## config.mk

```make
export PLATFORM = sky130hd
export DESIGN_NAME = rob_param_flat
export DESIGN_NICKNAME = d
export VERILOG_FILES = /design/src/rtl/rob_if.sv /design/src/rtl/rob_param.sv /design/src/flat_wrapper.sv
export SDC_FILE = /design/constraint.sdc
export NUM_CORES = 1
export LEC_CHECK = 0
export CAP_MARGIN = 20
export CORE_MARGIN = 5
export CORE_UTILIZATION = 40
export DETAILED_ROUTE_END_ITERATION = 6
export DONT_BUFFER_PORTS = 1
export GPL_ROUTABILITY_DRIVEN = 0
export MAX_ROUTING_LAYER = met4
export PLACE_DENSITY = 0.61
export SLEW_MARGIN = 20
export SYNTH_ARGS = -nofsm -noshare
export SYNTH_HDL_FRONTEND = slang
export SYNTH_SLANG_ARGS = --single-unit
```

## constraint.sdc

```tcl
create_clock -name clk -period 5.18 [get_ports clk]
set_input_delay 0.518 -clock clk [delete_from_list [all_inputs] [get_ports clk]]
set_output_delay 0.518 -clock clk [all_outputs]
set_load 0.03 [all_outputs]
```

## src/rtl/rob_if.sv

```systemverilog
// Reorder-buffer bus bundle: dispatch allocation, completion broadcast,
// retirement and flush signals. The master side is dispatch/execute, the
// slave side is the reorder buffer itself.
interface rob_if #(
  parameter int XLEN    = 32,
  parameter int REG_W   = 5,
  parameter int NUM_CDB = 2,
  parameter int TAG_W   = 3
);
  logic                     alloc_valid;
  logic                     alloc_ready;
  logic [REG_W-1:0]         alloc_rd;
  logic                     alloc_is_branch;
  logic [TAG_W-1:0]         alloc_tag;

  logic [NUM_CDB-1:0]       cdb_valid;
  logic [NUM_CDB*TAG_W-1:0] cdb_tag;
  logic [NUM_CDB*XLEN-1:0]  cdb_value;
  logic [NUM_CDB-1:0]       cdb_exc;

  logic                     commit_valid;
  logic                     commit_wb;
  logic [REG_W-1:0]         commit_rd;
  logic [XLEN-1:0]          commit_data;
  logic [TAG_W-1:0]         commit_tag;

  logic                     flush;
  logic [XLEN-1:0]          flush_pc;

  logic [TAG_W:0]           count;
  logic                     empty;
  logic                     full;

  modport master (
    output alloc_valid, alloc_rd, alloc_is_branch,
    output cdb_valid, cdb_tag, cdb_value, cdb_exc,
    input  alloc_ready, alloc_tag,
    input  commit_valid, commit_wb, commit_rd, commit_data, commit_tag,
    input  flush, flush_pc, count, empty, full
  );

  modport slave (
    input  alloc_valid, alloc_rd, alloc_is_branch,
    input  cdb_valid, cdb_tag, cdb_value, cdb_exc,
    output alloc_ready, alloc_tag,
    output commit_valid, commit_wb, commit_rd, commit_data, commit_tag,
    output flush, flush_pc, count, empty, full
  );
endinterface

```

## src/rtl/rob_param.sv

```systemverilog
// Parametrised reorder buffer: allocates tags in program order, absorbs
// results from NUM_CDB completion buses and retires strictly in order, one
// entry per cycle. An excepting/mispredicted head flushes everything and
// publishes the redirect PC carried in that entry's value field.
module rob_param #(
  parameter int DEPTH   = 8,
  parameter int XLEN    = 32,
  parameter int REG_W   = 5,
  parameter int NUM_CDB = 2
) (
  input logic  clk,
  input logic  rst_n,
  rob_if.slave bus
);
  localparam int TAG_W = $clog2(DEPTH);

  logic [DEPTH-1:0] ent_valid;
  logic [DEPTH-1:0] ent_done;
  logic [DEPTH-1:0] ent_exc;
  logic [DEPTH-1:0] ent_branch;
  logic [REG_W-1:0] ent_rd    [DEPTH];
  logic [XLEN-1:0]  ent_value [DEPTH];

  logic [TAG_W-1:0] head;
  logic [TAG_W-1:0] tail;
  logic [TAG_W:0]   occupied;

  logic             full_int;
  logic             alloc_fire;
  logic             commit_fire;
  logic             flush_fire;

  logic [TAG_W-1:0] cdb_tag_arr [NUM_CDB];
  logic [XLEN-1:0]  cdb_val_arr [NUM_CDB];

  logic             commit_valid_q;
  logic             commit_wb_q;
  logic [REG_W-1:0] commit_rd_q;
  logic [XLEN-1:0]  commit_data_q;
  logic [TAG_W-1:0] commit_tag_q;
  logic             flush_q;
  logic [XLEN-1:0]  flush_pc_q;

  // Full/empty come from the occupancy counter; pointers alone are ambiguous.
  assign full_int        = (occupied == (TAG_W+1)'(DEPTH));
  assign alloc_fire      = bus.alloc_valid && !full_int;
  assign commit_fire     = ent_valid[head] && ent_done[head] && !ent_exc[head];
  assign flush_fire      = ent_valid[head] && ent_done[head] &&  ent_exc[head];

  assign bus.alloc_ready  = !full_int;
  assign bus.alloc_tag    = tail;
  assign bus.count        = occupied;
  assign bus.empty        = (occupied == '0);
  assign bus.full         = full_int;
  assign bus.commit_valid = commit_valid_q;
  assign bus.commit_wb    = commit_wb_q;
  assign bus.commit_rd    = commit_rd_q;
  assign bus.commit_data  = commit_data_q;
  assign bus.commit_tag   = commit_tag_q;
  assign bus.flush        = flush_q;
  assign bus.flush_pc     = flush_pc_q;

  // Unpack the flat completion buses into per-port tag/value arrays.
  always_comb begin
    for (int i = 0; i < NUM_CDB; i++) begin
      cdb_tag_arr[i] = bus.cdb_tag[i*TAG_W +: TAG_W];
      cdb_val_arr[i] = bus.cdb_value[i*XLEN +: XLEN];
    end
  end

  // Entry table, pointers and registered commit/flush outputs; a flush
  // overrides any allocation or completion arriving in the same cycle.
  always_ff @(posedge clk or negedge rst_n) begin
    if (!rst_n) begin
      ent_valid      <= '0;
      ent_done       <= '0;
      ent_exc        <= '0;
      ent_branch     <= '0;
      for (int e = 0; e < DEPTH; e++) begin
        ent_rd[e]    <= '0;
        ent_value[e] <= '0;
      end
      head           <= '0;
      tail           <= '0;
      occupied       <= '0;
      commit_valid_q <= 1'b0;
      commit_wb_q    <= 1'b0;
      commit_rd_q    <= '0;
      commit_data_q  <= '0;
      commit_tag_q   <= '0;
      flush_q        <= 1'b0;
      flush_pc_q     <= '0;
    end else if (flush_fire) begin
      ent_valid      <= '0;
      ent_done       <= '0;
      ent_exc        <= '0;
      head           <= '0;
      tail           <= '0;
      occupied       <= '0;
      commit_valid_q <= 1'b0;
      flush_q        <= 1'b1;
      flush_pc_q     <= ent_value[head];
    end else begin
      flush_q        <= 1'b0;
      commit_valid_q <= 1'b0;

      if (alloc_fire) begin
        ent_valid[tail]  <= 1'b1;
        ent_done[tail]   <= 1'b0;
        ent_exc[tail]    <= 1'b0;
        ent_branch[tail] <= bus.alloc_is_branch;
        ent_rd[tail]     <= bus.alloc_rd;
        tail             <= tail + TAG_W'(1);
      end

      for (int i = 0; i < NUM_CDB; i++) begin
        if (bus.cdb_valid[i] && ent_valid[cdb_tag_arr[i]]) begin
          ent_done[cdb_tag_arr[i]]  <= 1'b1;
          ent_exc[cdb_tag_arr[i]]   <= bus.cdb_exc[i];
          ent_value[cdb_tag_arr[i]] <= cdb_val_arr[i];
        end
      end

      if (commit_fire) begin
        commit_valid_q  <= 1'b1;
        commit_wb_q     <= !ent_branch[head];
        commit_rd_q     <= ent_rd[head];
        commit_data_q   <= ent_value[head];
        commit_tag_q    <= head;
        ent_valid[head] <= 1'b0;
        ent_done[head]  <= 1'b0;
        head            <= head + TAG_W'(1);
      end

      occupied <= occupied + (TAG_W+1)'(alloc_fire) - (TAG_W+1)'(commit_fire);
    end
  end
endmodule
```

## src/flat_wrapper.sv

```systemverilog
// flat-port wrapper written by rule: the top's interface ports become plain ports
module rob_param_flat 
#(
  parameter int DEPTH   = 8,
  parameter int XLEN    = 32,
  parameter int REG_W   = 5,
  parameter int NUM_CDB = 2
)
  (clk, rst_n, bus_alloc_valid, bus_alloc_rd, bus_alloc_is_branch, bus_cdb_valid, bus_cdb_tag, bus_cdb_value, bus_cdb_exc, bus_alloc_ready, bus_alloc_tag, bus_commit_valid, bus_commit_wb, bus_commit_rd, bus_commit_data, bus_commit_tag, bus_flush, bus_flush_pc, bus_count, bus_empty, bus_full);
  rob_if #(.XLEN(XLEN), .REG_W(REG_W), .NUM_CDB(NUM_CDB)) bus_i ();
  input logic clk;
  input logic rst_n;
  input wire logic [$bits(bus_i.alloc_valid)-1:0] bus_alloc_valid;
  input wire logic [$bits(bus_i.alloc_rd)-1:0] bus_alloc_rd;
  input wire logic [$bits(bus_i.alloc_is_branch)-1:0] bus_alloc_is_branch;
  input wire logic [$bits(bus_i.cdb_valid)-1:0] bus_cdb_valid;
  input wire logic [$bits(bus_i.cdb_tag)-1:0] bus_cdb_tag;
  input wire logic [$bits(bus_i.cdb_value)-1:0] bus_cdb_value;
  input wire logic [$bits(bus_i.cdb_exc)-1:0] bus_cdb_exc;
  output wire logic [$bits(bus_i.alloc_ready)-1:0] bus_alloc_ready;
  output wire logic [$bits(bus_i.alloc_tag)-1:0] bus_alloc_tag;
  output wire logic [$bits(bus_i.commit_valid)-1:0] bus_commit_valid;
  output wire logic [$bits(bus_i.commit_wb)-1:0] bus_commit_wb;
  output wire logic [$bits(bus_i.commit_rd)-1:0] bus_commit_rd;
  output wire logic [$bits(bus_i.commit_data)-1:0] bus_commit_data;
  output wire logic [$bits(bus_i.commit_tag)-1:0] bus_commit_tag;
  output wire logic [$bits(bus_i.flush)-1:0] bus_flush;
  output wire logic [$bits(bus_i.flush_pc)-1:0] bus_flush_pc;
  output wire logic [$bits(bus_i.count)-1:0] bus_count;
  output wire logic [$bits(bus_i.empty)-1:0] bus_empty;
  output wire logic [$bits(bus_i.full)-1:0] bus_full;
  assign bus_i.alloc_valid = bus_alloc_valid;
  assign bus_i.alloc_rd = bus_alloc_rd;
  assign bus_i.alloc_is_branch = bus_alloc_is_branch;
  assign bus_i.cdb_valid = bus_cdb_valid;
  assign bus_i.cdb_tag = bus_cdb_tag;
  assign bus_i.cdb_value = bus_cdb_value;
  assign bus_i.cdb_exc = bus_cdb_exc;
  assign bus_alloc_ready = bus_i.alloc_ready;
  assign bus_alloc_tag = bus_i.alloc_tag;
  assign bus_commit_valid = bus_i.commit_valid;
  assign bus_commit_wb = bus_i.commit_wb;
  assign bus_commit_rd = bus_i.commit_rd;
  assign bus_commit_data = bus_i.commit_data;
  assign bus_commit_tag = bus_i.commit_tag;
  assign bus_flush = bus_i.flush;
  assign bus_flush_pc = bus_i.flush_pc;
  assign bus_count = bus_i.count;
  assign bus_empty = bus_i.empty;
  assign bus_full = bus_i.full;
  rob_param #(.DEPTH(DEPTH), .XLEN(XLEN), .REG_W(REG_W), .NUM_CDB(NUM_CDB)) u_core (.clk(clk), .rst_n(rst_n), .bus(bus_i));
endmodule
```

### Word level (Yosys, flattened, before mapping)

Index checks and enable logic that the tools add are counted.

| storage, ports and cells | value |
|---|---|
| bits in registers | 413 |
| bits in latches | 0 |
| RAM bits | 0 |
| bits in read-only memories | 0 |
| output and inout bits | 85 |
| memories kept | 0 |

| cells by class | value |
|---|---|
| $add $sub $neg | 4 |
| $mul | 0 |
| divide/modulo/power cells | 0 |
| order comparisons | 15 |
| eq/ne operators | 1 |
| shifts and indexed selects | 0 |
| mux-type cells | 67 |
| bitwise operators | 14 |
| reductions and logical operators | 21 |

Operators by type and width:

| cell | count |
|---|---|
| $mux 256 | 3 |
| $bwmux 256 | 2 |
| $demux 32 s3 | 2 |
| $mux 8 | 18 |
| $mux 32 | 4 |
| $bmux 32 s3 | 1 |
| $bwmux 40 | 1 |
| $and 8x8->8 | 4 |
| $bwmux 8 | 3 |
| $or 8x8->8 | 3 |
| $bmux 1 s3 | 6 |
| $ge 4x4->1 const B | 4 |
| $lt 3x4->1 const B | 4 |
| $not 3->4 | 4 |
| $not 8->8 | 2 |
| $bmux 5 s3 | 1 |
| $demux 5 s3 | 1 |
| $mux 5 | 3 |
| $logic_and 1x1->1 | 13 |
| $mux 1 | 13 |
| $demux 1 s3 | 4 |
| $ge 3x1->1 const B | 4 |
| $lt 4x1->1 const B | 3 |
| $mux 3 | 4 |
| other kinds (10) | 15 |

### Longest topological paths before layout

Gate-level depths: netlist of the first run.

| depth | value |
|---|---|
| depth after elaboration | 17 |
| depth in mapped cells | 15 |
| gate-level depth less buffers | 12 |

### Worst setup path after synthesis of the first run

Ideal clock, no wire load.

| timing path | value |
|---|---|
| path kind | register to register |
| start point | register u_core.head[2] |
| end point | register u_core.occupied[1], in the netlist u_core.bus.count[1] |
| arrival time | 2.914 ns |
| slack | 2.147 ns |
| cell stages (with the launch flop) | 14 |
| path buffers | 3 |
| period minus slack after synthesis | 3.033 ns |
| cells stage by stage | dfrtp_1 -> buf_2 -> nor4b_1 -> a221oi_4 -> o21ai_4 -> buf_6 -> nand3_2 -> inv_2 -> buf_6 -> ha_1 -> inv_1 -> ha_1 -> fa_1 -> nor2b_1 |

| between the ends | value |
|---|---|
| word-level cells in the longest chain between the ends | 6 |

Ends and longest elaborated chain:

| what | line | text |
|---|---|---|
| from (decl) | rob_param.sv:24 | `logic [TAG_W-1:0] head;` |
| from (signal assigned) | rob_param.sv:132 | `head <= head + TAG_W'(1);` |
| $bmux 1 s3 | rob_param.sv:47, rob_param.sv:48 |  |
| $mux 1 (not written as such) | rob_param.sv:47, rob_param.sv:48 |  |
| $logic_and 1x1->1 / $logic_not 1->1 (equally long branches) | rob_param.sv:47, rob_param.sv:48 |  |
| $logic_and 1x1->1 | rob_param.sv:47 | `assign commit_fire = ent_valid[head] && ent_done[head] && !ent_exc[head];` |
| $sub 4x1->4 | rob_param.sv:135 | `occupied <= occupied + (TAG_W+1)'(alloc_fire) - (TAG_W+1)'(commit_fire);` |
| $mux 4 (*) | rob_param.sv:93 | `end else if (flush_fire) begin` |
| to (signal assigned) | rob_param.sv:135 |  |
| to (decl) | rob_param.sv:26 | `logic [TAG_W:0] occupied;` |

Mark *: on every way between the ends. The rest lies on a longest branch, timed or not. The select of a mux whose other input is x is not followed.
A chain may end at the register's enable or synchronous reset.

### Worst setup path after layout of the first run

| timing path | value |
|---|---|
| start point | register u_core.head[2] |
| end point | register u_core.ent_value[17] (netlist name) |

| between the ends | value |
|---|---|
| word-level cells in the longest chain between the ends | 4 |

Ends and longest elaborated chain:

| what | line | text |
|---|---|---|
| $bmux 1 s3 | rob_param.sv:48 | `assign flush_fire = ent_valid[head] && ent_done[head] && ent_exc[head];` |
| $mux 1 (not written as such) | rob_param.sv:48 |  |
| $logic_and 1x1->1 | rob_param.sv:48 |  |
| $logic_and 1x1->1 (*) | rob_param.sv:48 |  |
| to (signal, indexed assignment) | rob_param.sv:120 | `ent_value[cdb_tag_arr[i]] <= cdb_val_arr[i];` |
| to (decl) | rob_param.sv:22 | `logic [XLEN-1:0] ent_value [DEPTH];` |

Marked as above.

==> flow_summary.yaml, run 1 <==
pwr:
  peakVddDrop_v: 0.000399
  seqPwrFrac_pct: 42.8
  p_leak_nw: 10.2
  p_sw_mw: 5.78
  power_density_nw_per_um2: 638
  p_sw_share_pct: 37.8
  p_int_mw: 9.49
  combPwrFrac_pct: 35.2
  power_frac_clock_pct: 22.0
  total_power_mw: 15.3
timing:
  max_clock_freq_mhz: 248
  rsz0062_at_grt: "no"
  finalSetupTns_ns: 0
  timing.slew.headroom_pct: 15.2
  maxSlewViolCount: 0
  hold_viol: 413
  worst_hold_slack_ns: -0.352
  tightest_slew_ns: 1.27
  finalSetupViolCount: 0
  min_period_ns: 4.04
  finalCritPeriodShare_pct: 77.9
  skew_ns: 0.0191
clocking:
  cts_buffers: 47
  clk_pin_slew_worst_paths_ns: 0.07
  clk_path_buf_depth: 3
  clockRootBuffer: "clkbuf_16"
  cts_tree: "built"
  cts_resized: 0
  htree_levels: 2
  post_cts_buffers: 0
  clock_sinks: 413
  clk_latency_ns: 0.58
floorplan:
  coreArea_um2: 54000
  dieWidth_um: 244
  ios: 168
  fp.dieH_um: 244
  rows: 85
  dieArea_um2: 59600
  initial_core_util_pct: 40.6
synthesis:
  yosysTopAreaCell: "dfrtp_1"
  yosys-top-cells-count: "mux2_2 (524), dfrtp_1 (413), nand2_1 (344)"
  synth.yosys.seq_area_share_pct: 47.1
  ys_warn_count: 0
  yosysMostFrequentCell: "mux2_2"
  synth-async-reset-ratio_pct: 100
  synth.top_cell.area_share_pct: 47.1
  synth.distinct_cells: 57
  synth-seq-cells: 413
  synthCells: 1914
  synth_area_leaders: "dfrtp_1 (47%), mux2_2 (27%), nand2_1 (5.9%)"
  synth.cell_area_um2: 21900
  synth-edff-count: 0
  synth_nets: 2006
  synth-main-ff-cell: "dfrtp_1"
  syn-mean-instance-area_um2: 11.5
detailed_routing:
  drt-total-wl_um: 65700
  drc_errors: 0
  routed_via_density: 5.90
  first_pass_iters: 5
  antenna_left: 0
  drtIter0Drc: 1232
  detail_route.wl_per_cell_um: 25.3
  vias: 15300
job:
  maxCapViolations: 0
place:
  dpl.hpwl_um: 39500
  portBuffers: 0
finish:
  drive_above_1_share_pct: 35.0
  nNetsFinal: 1957
  area_delta_synth_final_pct: 9.17
  nFillCells: 4983
worst_hold_path:
  hold_path.class: "in -> async"
critical_path:
  cp.required_ns: 5.64
  critPathMaxFanout: 44
  worstPathArrival_ns: 4.50
  startpoint_type: "register"
  cp-end-kind: "register"
  crit_type: "reg -> reg"
status:
  status: "finished with violations"
  violations: "hold timing"
global_route:
  grt_max_degree: 414
  grt_pass1_vias: 16200
  grt-ovfl-total: 0
  antenna_found_initial: 1
  grtUsageTotal_pct: 22.3
  grt_pass1_wl_um: 101000
-- metrics by stage --
step | util [%] | hold slack, ns | instances | cell area [um2] | worst slack [ns]
2_1_floorplan | - | 0.222 | 1914 | 21900 | 2.15
3_3_place_gp | 41.5 | 0.249 | 2512 | 22400 | 1.28
3_5_place_dp | 41.5 | 0.253 | 2512 | 22400 | 1.18
4_1_cts | 44.3 | -0.385 | 2597 | 23900 | 1.19
5_1_grt | 44.3 | -0.383 | 2598 | 23900 | 1.02
6_report | 44.3 | -0.352 | 2598 | 23900 | 1.14
-- power groups by stage --
stage                     clock [mW]  combinational (mW)  sequential (mW)
after floorplan                    0                4.43             6.06
after global placement             0                5.25             6.49
after detailed placement           0                5.41             6.57
after CTS                       3.44                5.42             6.53
after global routing            3.58                5.85             6.71
final                           3.35                5.38             6.54
-- flip-flops by register name, indices dropped and copies added, names as in the netlist --
signal	flops
u_core.bus.commit_data	32
u_core.bus.alloc_tag	3
u_core.bus.count	4
u_core.ent_valid	8
u_core.ent_rd	40
u_core.ent_branch	8
u_core.bus.commit_wb	1
u_core.head	3
u_core.ent_exc	8
u_core.bus.flush_pc	32
u_core.bus.flush	1
u_core.bus.commit_valid	1
u_core.bus.commit_rd	5
u_core.ent_done	8
u_core.ent_value	256
u_core.bus.commit_tag	3
-- cell usage in the layout, fill, tap and decap left out, drive strengths merged, types with 4 or more instances in the layout --
cell type,count
nor2b,11
o22a,4
and3,10
nor2,69
o2bb2ai,32
dfrtp,413
a31o,4
buf,36
nand2,344
a21oi,61
a22oi,66
a311oi,6
o31ai,6
clkbuf,70
o21ai,11
mux2i,56
a31oi,7
nor3,10
inv,22
nand3,13
ha,8
nor3b,5
a211oi,5
o221ai,36
clkinv,9
nand3b,5
mux2,541
-- final cells by class --
cell class / count / area, um2 / share of cell area [%]
Tap cell: 696 / 871 / 3.64
Inverter: 21 / 78.8 / 0.329
Clock buffer: 70 / 1360 / 5.69
Timing Repair Buffer: 36 / 295 / 1.23
Clock inverter: 15 / 170 / 0.711
Antenna cell: 1 / 2.50 / 0.0105
Sequential cell: 413 / 10300 / 43.2
Multi-Input combinational cell: 1346 / 10800 / 45.2
-- worst paths after layout --
check	depth (start not counted)	to	slack, ns	from
max	6	u_core.ent_value[17]	1.14	u_core.head[2]
min	0	u_core.bus.commit_data[3]	-0.35	rst_n
max reg2reg	6	u_core.ent_value[17]	1.14	u_core.head[2]
min reg2reg	1	u_core.ent_value[62]	0.49	u_core.ent_value[62]
max in group asynchronous	0	u_core.ent_exc[1]	4.50	rst_n
min in group clk	1	u_core.ent_rd[9]	0.09	bus_alloc_rd[4]
-- critical path, stage by stage, from the launching register on --
cell and delay (ns):
dfrtp_2 0.82, nor2_4 1.05, a32oi_1 0.19, nand3_1 0.44
a32o_2 0.74, buf_4 0.32, mux2_2 0.35
-- cell families (layout without fill, tap and decap cells) --
family / Yosys count / after routing / synth area share, %
buffers and inverters: 155 / 142 / 3.78
XOR/XNOR: 4 / 4 / 0.160
other: 0 / 1 / 0
flip-flops: 413 / 413 / 47.1
AO/OA/AOI/OAI: 252 / 252 / 8.91
adder cells (fa/ha/maj): 9 / 9 / 0.548
AND/OR/NAND/NOR: 484 / 484 / 9.16
multiplexers: 597 / 597 / 30.3
-- metal layers --
layer	share of wire (%)	GRT usage, %	vias up	wire (um)
met5	0	-	-	0
met4	3.3	7.20	0	2160
met3	8.1	6.62	132	5350
met2	48	35.8	498	31500
met1	41	27.2	7951	26800
li1	-	-	6759	-
No activity file was read; power rests on OpenSTA's default activity.
==> inputs of run 2 (changes only) <==
Clock period 5.18 ns to 4.1 ns, I/O delays scaled along.
==> flow_summary.yaml, run 2 (synthesis gave the netlist of run 1 again) <==
detailed_routing:
  routed_via_density: 5.86
  drc_errors: 0
  first_pass_iters: 5
  vias: 15400
  drtIter0Drc: 1169
  drt-total-wl_um: 65900
  detail_route.wl_per_cell_um: 25.1
  antenna_left: 0
finish:
  final_cell_mix: "mux2_2 (524), dfrtp_1 (410), nand2_1 (344)"
  regMostFlops: "u_core.ent_value"
  ff_latch_area_um2: 10300
  multi_input_area_um2: 10800
  area_delta_synth_final_pct: 10.6
  reg_top3: "u_core.ent_value: 256 flops, u_core.ent_rd: 40 flops"
  layout_commonest_cell: "mux2_2"
  num_antenna_cells: 0
  drive_above_1_share_pct: 35.5
  nFillCells: 4961
  largest_reg_flops: 256
  nNetsFinal: 1981
place:
  dpl.hpwl_um: 39700
  portBuffers: 0
pwr:
  peakVddDrop_v: 0.000386
  power_frac_clock_pct: 22.5
  power_density_nw_per_um2: 806
  seqPwrFrac_pct: 41.9
  p_int_mw: 12.2
  combPwrFrac_pct: 35.6
  p_sw_mw: 7.34
  p_leak_nw: 10.4
  p_sw_share_pct: 37.6
floorplan:
  rows: 85
  coreArea_um2: 54000
  dieWidth_um: 244
  ios: 168
  initial_core_util_pct: 40.6
  dieArea_um2: 59600
  fp.dieH_um: 244
clocking:
  clock_sinks: 413
  clk_latency_ns: 0.59
  clockRootBuffer: "clkbuf_16"
  cts_tree: "built"
  clk_path_buf_depth: 3
  cts_buffers: 48
  cts_hold_buf: 9
  htree_levels: 2
  clk_pin_slew_worst_paths_ns: 0.06
global_route:
  grt_max_degree: 414
  grt-ovfl-total: 0
  antenna_found_initial: 1
  grtUsageTotal_pct: 22.3
  grt_pass1_vias: 15900
  grt_pass1_wl_um: 101000
critical_path:
  startpoint_type: "register"
  worstPathArrival_ns: 3.83
  crit_path_frequent_cell: "ha_1"
  path_depth: 11
  crit_family: "flip-flops"
  slowest_delay_ns: 0.91
  path_buf_inv: 2
  cp-end-kind: "register"
  crit_type: "reg -> reg"
  crit_path_end: "u_core.bus.count[2]"
  r2r_cells: 11
  timing.rr.end: "u_core.bus.count[2]"
  r2r_start: "u_core.head[0]"
  cp.required_ns: 4.55
  reg2reg_slack_ns: 0.72
  slowest_stage: "dfrtp_4"
  startpoint: "u_core.head[0]"
  critPathMaxFanout: 50
  worstPathCellList: "mux2i_1 -> a221oi_4 -> o21ai_4 -> nand3_2 -> inv_2 -> ha_1 -> inv_1 -> ha_1 -> fa_1 -> xnor2_1 -> nor2_1"
timing:
  finalCritPeriodShare_pct: 82.4
  max_clock_freq_mhz: 296
  min_period_ns: 3.38
  rsz0062_at_grt: "no"
  tightest_slew_ns: 0.962
  finalSetupTns_ns: 0
  finalSetupViolCount: 0
  skew_ns: 0.0256
  timing.slew.headroom_pct: 35.6
  maxSlewViolCount: 0
  worst_hold_slack_ns: -0.480
  hold_viol: 413
status:
  violations: "hold timing"
  status: "finished with violations"
job:
  maxCapViolations: 0
worst_hold_path:
  hold_path.class: "in -> async"
## run 2: cell count changes in the layout (fill, tap and decap cells not counted), moves of 2 or more
| cell | before | now |
|---|---|---|
| clkinvlp_4 | 2 | 5 |
| clkinv_4 | 3 | 1 |
| dlygate4sd3_1 | 0 | 9 |
| clkinv_2 | 6 | 8 |
| buf_12 | 2 | 5 |
| clkbuf_1 | 13 | 9 |
| buf_4 | 34 | 45 |
## run 2: how the worst min path moves through the flow
stage / startpoint / endpoint / slack (ns) / cells after the start
after CTS: rst_n / u_core.bus.commit_data[3] / -0.49 / 0
after floorplan: rst_n / u_core.bus.alloc_tag[0] / 0.11 / 0
after global placement: rst_n / u_core.bus.commit_data[3] / 0.14 / 0
final: rst_n / u_core.bus.commit_data[3] / -0.48 / 0
after detailed placement: rst_n / u_core.bus.commit_data[3] / 0.14 / 0
after global routing: rst_n / u_core.bus.commit_data[3] / -0.51 / 0
## run 2: cell type report
type	count	area share [%]
Multi-Input combinational cell	1346	44.6
Timing Repair Buffer	59	2.18
Clock inverter	20	0.954
Clock buffer	68	5.71
Sequential cell	413	42.6
Inverter	21	0.325
Tap cell	696	3.59
## run 2: stage by stage
| step | setup slack (ns) | power [mW] | util (%) | instance area [um2] | instances |
|---|---|---|---|---|---|
| after CTS | 0.743 | 19.7 | 44.9 | 24300 | 2623 |
| final | 0.721 | 19.5 | 44.9 | 24300 | 2623 |
| after global placement | 0.794 | 14.9 | 41.7 | 22600 | 2526 |
| after floorplan | 1.07 | 13.3 | - | 21900 | 1914 |
| after global routing | 0.527 | 20.7 | 44.9 | 24300 | 2623 |
| after detailed placement | 0.769 | 15.2 | 41.7 | 22600 | 2526 |
## run 2: layer usage
metal	GRT usage (%)	up-vias	share of wire (%)
met5	-	-	0
met4	7.38	0	3.1
met3	5.47	128	7.5
met2	36.0	504	48
met1	27.8	7907	41
li1	-	6819	-
## run 2: power groups by stage
stage / registers, mW / clock network [mW] / logic, mW
floorplan: 7.66 / 0 / 5.60
global placement: 8.12 / 0 / 6.78
detailed placement: 8.23 / 0 / 7.00
CTS: 8.17 / 4.49 / 7.03
global route: 8.41 / 4.68 / 7.56
finish: 8.19 / 4.39 / 6.96
## run 2: what timing repair did
item | CTS | global route
endpoints found under the hold margin | 471 | 413
gates resized for setup | 0 | 0
setup buffers | 0 | 0
==> inputs of run 3 (changes only) <==
Clock period 4.1 ns to 3.35 ns, I/O delays scaled along.
==> flow_summary.yaml, run 3 (synthesis gave the netlist of run 1 again) <==
floorplan:
  dieArea_um2: 59600
  fp.dieH_um: 244
  dieWidth_um: 244
  rows: 85
  ios: 168
  initial_core_util_pct: 40.6
  coreArea_um2: 54000
critical_path:
  critPathMaxFanout: 23
  worstPathCellList: "buf_4 -> a21oi_1 -> a211o_1 -> and3_1 -> o31ai_4 -> buf_4 -> mux2_2"
  worstPathArrival_ns: 3.66
  startpoint_type: "register"
  r2r_start: "u_core.head[0]"
  slowest_delay_ns: 0.60
  timing.rr.end: "u_core.ent_value[169]"
  crit_family: "buffers and inverters"
  cp-end-kind: "register"
  path_buf_inv: 2
  crit_path_frequent_cell: "buf_4"
  crit_type: "reg -> reg"
  cp.required_ns: 3.82
  r2r_cells: 7
  reg2reg_slack_ns: 0.16
  slowest_stage: "dfrtp_4"
clocking:
  clock_sinks: 413
  clockRootBuffer: "clkbuf_16"
  htree_levels: 2
  cts_buffers: 48
  clk_pin_slew_worst_paths_ns: 0.06
  cts_resized: 0
  clk_latency_ns: 0.60
  cts_hold_buf: 122
  cts_tree: "built"
  clk_path_buf_depth: 3
pwr:
  power_density_nw_per_um2: 956
  total_power_mw: 24.5
  peakVddDrop_v: 0.000495
  p_leak_nw: 11.0
timing:
  finalSetupTns_ns: 0
  worst_slack_ns: 0.156
  hold_viol: 413
  rsz0062_at_grt: "no"
  skew_ns: 0.0148
  timing.slew.headroom_pct: -6.61
  finalCritPeriodShare_pct: 95.3
  worst_hold_slack_ns: -0.538
  maxSlewViolCount: 95
  max_clock_freq_mhz: 313
  min_period_ns: 3.19
  tightest_slew_ns: 1.60
  finalSetupViolCount: 0
finish:
  nNetsFinal: 2108
  largest_reg_flops: 256
  area_delta_synth_final_pct: 17.1
  layout_commonest_cell: "mux2_2"
  regMostFlops: "u_core.ent_value"
  final_cell_mix: "mux2_2 (524), dfrtp_1 (410), nand2_1 (344)"
  reg_top3: "u_core.ent_value: 256 flops, u_core.ent_rd: 40 flops"
  drive_above_1_share_pct: 34.2
place:
  dpl.hpwl_um: 40100
  portBuffers: 0
  pre_cts_ws_ns: 0.215
global_route:
  grt-ovfl-total: 0
  grt_pass1_vias: 17000
  grt_max_degree: 414
  grt_pass1_wl_um: 107000
  grtUsageTotal_pct: 23.5
  antenna_found_initial: 2
status:
  status: "finished with violations"
  violations: "hold timing, slew limit"
detailed_routing:
  vias: 16100
  routed_via_density: 5.83
  drtIter0Drc: 1364
  detail_route.wl_per_cell_um: 25.3
  drt-total-wl_um: 69800
  drc_errors: 0
  first_pass_iters: 5
  antenna_left: 0
job:
  maxCapViolations: 0
worst_hold_path:
  hold_path.class: "in -> async"
run 3: cell type report:
class | count | area, um2
antenna | 4 | 10.0
clock buffer | 73 | 1510
clock inverter | 16 | 219
fill | 4917 | 28300
inverter | 21 | 78.8
multi-input combinational | 1346 | 10800
sequential | 413 | 10300
tap | 696 | 871
timing repair buffer | 186 | 1840
run 3: layer usage:
layer | vias to the layer above | share of wire [%] | wire length, um | track usage, %
met4 | 0 | 2.7 | 1860 | 6.16
met5 | - | 0 | 0 | -
met1 | 8262 | 42 | 29600 | 30.1
li1 | 7079 | - | - | -
met2 | 565 | 48 | 33600 | 38.5
met3 | 144 | 6.7 | 4670 | 4.70
run 3: worst max-delay path by stage:
stage,from,endpoint,slack [ns],depth (start not counted)
floorplan,u_core.head[2],u_core.bus.count[1],0.32,13
global placement,u_core.head[0],u_core.ent_value[169],0.24,7
detailed placement,u_core.head[0],u_core.ent_value[161],0.22,7
CTS,u_core.head[0],u_core.ent_value[169],0.20,7
global route,u_core.head[0],u_core.ent_value[169],0.07,7
finish,u_core.head[0],u_core.ent_value[169],0.16,7
run 3: per-stage QoR:
stage,instance area [um2],std cells,utilization [%],hold WS (ns)
floorplan,21900,1914,-,0.0394
finish,25700,2755,47.5,-0.538
CTS,25700,2751,47.5,-0.575
global route,25700,2753,47.5,-0.568
global placement,22700,2540,42.1,0.0669
detailed placement,22700,2540,42.1,0.0701
run 3: where the power goes:
group          internal (mW)  leakage (nW)  switching, mW
clock                   3.48         0.858           2.23
combinational           4.41          5.10           4.54
sequential              7.49          5.02           2.41
run 3: repair_timing:
| item | CTS | global route |
|---|---|---|
| endpoints found under the setup margin | 0 | 0 |
| buffers inserted | 0 | 0 |
| hold endpoints to repair | 700 | 413 |
